## src/rtl/uart_rx_pkg.sv

```systemverilog
// Shared definitions for the UART receiver: FSM state encoding, frame geometry
// and the frame error rule used when the stop bit has been checked.
package uart_rx_pkg;

    localparam int DATA_WIDTH     = 8;
    localparam int START_IDX      = 0;
    localparam int PAR_IDX        = DATA_WIDTH + 1;
    localparam int STOP_IDX_PAR   = DATA_WIDTH + 2;
    localparam int STOP_IDX_NOPAR = DATA_WIDTH + 1;

    typedef enum logic [2:0] {
        ST_IDLE   = 3'd0,
        ST_START  = 3'd1,
        ST_DATA   = 3'd2,
        ST_PARITY = 3'd3,
        ST_STOP   = 3'd4
    } rx_state_e;

    // A parity error only counts when the frame actually carries a parity bit.
    function automatic logic frame_has_error(input logic par_en,
                                             input logic par_err,
                                             input logic stp_err);
        return (par_en && par_err) || stp_err;
    endfunction

endpackage

```

## src/rtl/uart_rx_fsm.sv

```systemverilog
// Frame-level controller of the UART receiver. Walks start, data, optional
// parity and stop bits using the external edge/bit counters, strobes each
// checker once per bit and reports every completed frame with a one-cycle
// data_valid or frame_err pulse.
module uart_rx_fsm #(
    parameter int PRESCALE_W = 6,
    parameter int BIT_CNT_W  = 4,
    parameter int DATA_WIDTH = uart_rx_pkg::DATA_WIDTH
) (
    input  logic                  CLK,
    input  logic                  RST,
    input  logic                  RX_IN,
    input  logic                  PAR_EN,
    input  logic [PRESCALE_W-1:0] Prescale,
    input  logic [PRESCALE_W-1:0] edge_cnt,
    input  logic [BIT_CNT_W-1:0]  bit_cnt,
    input  logic                  start_glitch,
    input  logic                  par_err,
    input  logic                  stp_err,
    output logic                  edge_bit_cnt_en,
    output logic                  dat_samp_en,
    output logic                  start_check_en,
    output logic                  deser_en,
    output logic                  par_chk_en,
    output logic                  stp_chk_en,
    output logic                  data_valid,
    output logic                  frame_err
);

    import uart_rx_pkg::*;

    rx_state_e state_q;
    rx_state_e state_d;
    logic      data_valid_q;
    logic      data_valid_d;
    logic      frame_err_q;
    logic      frame_err_d;
    logic      edgeChk;
    logic      edgeEnd;
    logic      lastDataBit;

    // Check strobes fire one edge before the bit ends; transitions happen on the last edge.
    always_comb begin
        edgeChk     = (edge_cnt == (Prescale - PRESCALE_W'(2)));
        edgeEnd     = (edge_cnt == (Prescale - PRESCALE_W'(1)));
        lastDataBit = (bit_cnt == BIT_CNT_W'(DATA_WIDTH));
    end

    // Next-state and next-pulse decision for the frame sequencer.
    always_comb begin
        state_d      = state_q;
        data_valid_d = 1'b0;
        frame_err_d  = 1'b0;
        case (state_q)
            ST_IDLE: begin
                if (!RX_IN) begin
                    state_d = ST_START;
                end
            end
            ST_START: begin
                if (edgeEnd) begin
                    state_d = start_glitch ? ST_IDLE : ST_DATA;
                end
            end
            ST_DATA: begin
                if (edgeEnd && lastDataBit) begin
                    state_d = PAR_EN ? ST_PARITY : ST_STOP;
                end
            end
            ST_PARITY: begin
                if (edgeEnd) begin
                    state_d = ST_STOP;
                end
            end
            ST_STOP: begin
                if (edgeEnd) begin
                    if (frame_has_error(PAR_EN, par_err, stp_err)) begin
                        frame_err_d = 1'b1;
                    end else begin
                        data_valid_d = 1'b1;
                    end
                    state_d = RX_IN ? ST_IDLE : ST_START;
                end
            end
            default: begin
                state_d = ST_IDLE;
            end
        endcase
    end

    // State register together with the registered frame result pulses.
    always_ff @(posedge CLK or negedge RST) begin
        if (!RST) begin
            state_q      <= ST_IDLE;
            data_valid_q <= 1'b0;
            frame_err_q  <= 1'b0;
        end else begin
            state_q      <= state_d;
            data_valid_q <= data_valid_d;
            frame_err_q  <= frame_err_d;
        end
    end

    // Sub-block enables follow the current state; counters run in every non-idle state.
    always_comb begin
        edge_bit_cnt_en = 1'b0;
        dat_samp_en     = 1'b0;
        start_check_en  = 1'b0;
        deser_en        = 1'b0;
        par_chk_en      = 1'b0;
        stp_chk_en      = 1'b0;
        case (state_q)
            ST_START: begin
                edge_bit_cnt_en = 1'b1;
                dat_samp_en     = 1'b1;
                start_check_en  = edgeChk;
            end
            ST_DATA: begin
                edge_bit_cnt_en = 1'b1;
                dat_samp_en     = 1'b1;
                deser_en        = edgeChk;
            end
            ST_PARITY: begin
                edge_bit_cnt_en = 1'b1;
                dat_samp_en     = 1'b1;
                par_chk_en      = edgeChk;
            end
            ST_STOP: begin
                edge_bit_cnt_en = 1'b1;
                dat_samp_en     = 1'b1;
                stp_chk_en      = edgeChk;
            end
            default: begin
                edge_bit_cnt_en = 1'b0;
            end
        endcase
    end

    assign data_valid = data_valid_q;
    assign frame_err  = frame_err_q;

endmodule

```

## config.mk

```make
export PLATFORM = sky130hd
export DESIGN_NAME = uart_rx_fsm
export DESIGN_NICKNAME = d
export VERILOG_FILES = /design/src/rtl/uart_rx_pkg.sv /design/src/rtl/uart_rx_fsm.sv
export SDC_FILE = /design/constraint.sdc
export NUM_CORES = 1
export LEC_CHECK = 0
export BUFFER_PORTS_ARGS = -buffer_cell sky130_fd_sc_hd__buf_4
export CORE_AREA = 2 2 39 41
export DETAILED_ROUTE_END_ITERATION = 10
export DIE_AREA = 0 0 41 43
export PLACE_DENSITY = 0.87
export SETUP_SLACK_MARGIN = 0.05
export SLEW_MARGIN = 20
export SYNTH_ARGS = -nofsm -noshare
export SYNTH_HDL_FRONTEND = slang
export SYNTH_SLANG_ARGS = --single-unit
```

## constraint.sdc

```tcl
create_clock -name CLK -period 5.5 [get_ports CLK]
set_clock_uncertainty 0.15 [all_clocks]
set_input_delay 1.1 -clock CLK [delete_from_list [all_inputs] [get_ports CLK]]
set_output_delay 1.1 -clock CLK [all_outputs]
set_load 0.05 [all_outputs]
```

==> flow_summary.yaml <==
final_layout:
  fin_area_um2: 853.3
  drive_above_1_share_pct: 37.62
  mostFrequentLayoutCells: "buf_4, nor2_1, nand2_1"
  syn_to_final_growth_pct: 42.08
  fin_cells: 117
  finalNetCount: 128
  mostFrequentLayoutCell: "buf_4"
  num_antenna_cells: 0
logic_synthesis:
  synth_fp_nets: 95
  synth_top_family_by_area: "simple AND/OR/NAND/NOR gates"
  synth_compound_area_share_pct: 20.00
  synth_fa_ha_area_share_pct: 6.250
  synth_top_cell_by_area: "dfrtp_1"
  yosysWarningCount: 0
  synth_ff_type: "dfrtp_1"
  synthMuxAreaShare_pct: 4.167
  ys_ff_latch: 5
  synth_top_area_share_pct: 20.83
  syn_area_per_cell_um2: 8.704
  synthTopCellsByArea: "dfrtp_1, xor2_1, ha_1, xnor2_1, a2111oi_2"
  synth-edff-count: 0
  syn_inst: 69
  synth_area_um2: 600.6
  seq_area_frac_synth_pct: 20.83
  synth_xor_area_share_pct: 16.88
  ys_async_sr_fraction_pct: 100.0
  synth-simple-area-share_pct: 25.63
  synth_cell_type_count: 29
pwr:
  switching_share_pct: 37.78
  leakage_uw: 0.0004192
  p_comb_share_pct: 42.5
  clock_power_share_pct: 27.4
  vdd_ir_drop_max_mv: 0.07549
  p_int_uw: 101.6
  switchingPower_uw: 61.68
  power_per_cell_area_nw_per_um2: 191.3
  seqPwrFrac_pct: 30.0
die:
  core-area_um2: 1384
  dieArea_um2: 1763
  ioPinCount: 31
  start_util_pct: 43.40
  die_x_um: 41
  rows: 14
  die_h_um: 43
critical_path:
  critical_path_class: "in -> out"
  crit_top_cell: "buf_4"
  worst_ep_required_time_ns: 4.25
  slowest_delay_ns: 0.41
  arrival_ns: 2.82
  path_cells: "buf_4 -> inv_1 -> ha_1 -> nor3b_2 -> xor2_1 -> a2111oi_2 -> nand2_1 -> nor3_1 -> buf_4"
  start_kind: "primary input"
  cp_num_buf_inv: 3
  crit_path_top_delay_cell: "a2111oi_2"
  path_max_fanout: 4
  cp-end-kind: "primary output"
  critPathTopFamily: "simple AND/OR/NAND/NOR gates"
detailed_routing:
  via_per_inst: 5.581
  routed_wl_um: 1568
  wl_per_cell_um: 13.40
  detail-route-antenna-nets: 0
  vias: 653
  dr.pass1.iters: 4
  drt-initial-drc-count: 4
  route.detailed.drc: 0
global_routing:
  grt_pass1_vias: 630
  grt_pass1_wl_um: 2456
  grt_start_max_net_pins: 9
  antenna_found_initial: 0
  grt_util_all_layers_pct: 20.20
  grt-ovfl-total: 0
cts:
  path_clk_slew_ns: 0.05
  cts_setup_buffers: 0
  cts_root_buffer: "clkbuf_4"
  htreeDepth: 1
  clk_latency_ns: 0.25
  clock-sinks: 5
  cts.path.max_buffers: 2
  hold_buffers: 0
  cts-resized-gates: 0
  cts_tree: "done"
  cts_buffers: 3
sta:
  whs_ns: 0.4912
  setup_violations: 0
  rsz0062_at_grt: "no"
  worstMarginPinSlew_ns: 0.4841
  setup_tns_ns: 0
  drv_slew: 0
  fmax_mhz: 245.7
  hold_viol_final: 0
  relSlewSlack_pct: 67.27
  period_minus_slack_ns: 4.070
  post-route-period-util_pct: 74.00
place:
  globalplace.congestion: 0.8660
  io_buffers: 30
  hpwlAfterDp_um: 1376
  dp_cells: 113
  placed_cell_area_um2: 827.0
hold_path:
  min_path_type: "in -> async"
flow_run:
  cap_viol_max_count: 0
outcome:
  status: "finished, final reports clean"
## layout make-up
| type | count | area, µm² |
|---|---|---|
| well taps | 16 | 20.02 |
| multi-input cells | 57 | 437.9 |
| clock buffers | 4 | 26.28 |
| flip-flops and latches | 5 | 125.1 |
| repair buffers | 30 | 225.2 |
| fillers | 136 | 530.5 |
| inverters | 5 | 18.77 |
## state kept, by name, indices dropped and copies added, names as in the netlist
signal / cells
data_valid: 1
frame_err: 1
state_q: 3
## worst register-to-register path: stages, from the launching register on
cell and delay, ns:
dfrtp_1 0.46, nor2_1 0.20, nand2_1 0.16, a2111oi_2 0.39
## logic make-up after synthesis
kind of cell | after synthesis
flops | 5
compound gates | 14
mux | 2
xor+xnor | 10
fa+ha+maj | 3
buf+inv | 7
simple gates | 28
## final timing paths
kind	from	endpoint	slack (ns)	depth (start not counted)
setup / recovery	Prescale[2]	start_check_en	1.43	9
hold / removal	RST	frame_err	0.49	1
setup reg to reg	state_q[0]	data_valid	4.01	3
hold reg to reg	state_q[2]	state_q[1]	0.54	2
max in group asynchronous	RST	data_valid	4.60	1
min in group CLK	state_q[2]	state_q[1]	0.54	2
## per-stage QoR
stage                     worst slack [ns]  utilization [%]  power, µW
after floorplan                     0.9977                -      90.85
after global placement               1.519            59.76      115.0
after detailed placement             1.402            59.76      118.6
after CTS                            1.398            61.66      163.5
after global routing                 1.209            61.66      172.3
final                                1.430            61.66      163.2
## synthesized netlist by cell type, types with 2 or more instances
cell type / instances
a2111oi_2: 2
a21o_1: 2
a21oi_1: 4
a31oi_1: 2
and3_1: 3
dfrtp_1: 5
ha_1: 3
inv_1: 5
nand2_1: 6
nor2_1: 8
nor2b_1: 2
nor3_1: 2
nor4b_1: 2
xnor2_1: 4
xor2_1: 5
## layer usage
layer	vias up	part of all wire (%)	GRT usage [%]
met5	-	0	0
met4	0	2.9	13.33
met3	5	8.1	4.712
met2	32	55	34.38
met1	307	34	20.00
li1	309	-	-
## power groups by stage
stage / registers [µW] / clock network (µW) / logic, µW
floorplan: 46.3 / 0 / 44.5
global placement: 49.0 / 0 / 66.1
detailed placement: 49.0 / 0 / 69.6
CTS: 48.4 / 45.5 / 69.6
global route: 49.3 / 47.3 / 75.6
finish: 49.0 / 44.7 / 69.4
Power figures use the tool's default switching activity.
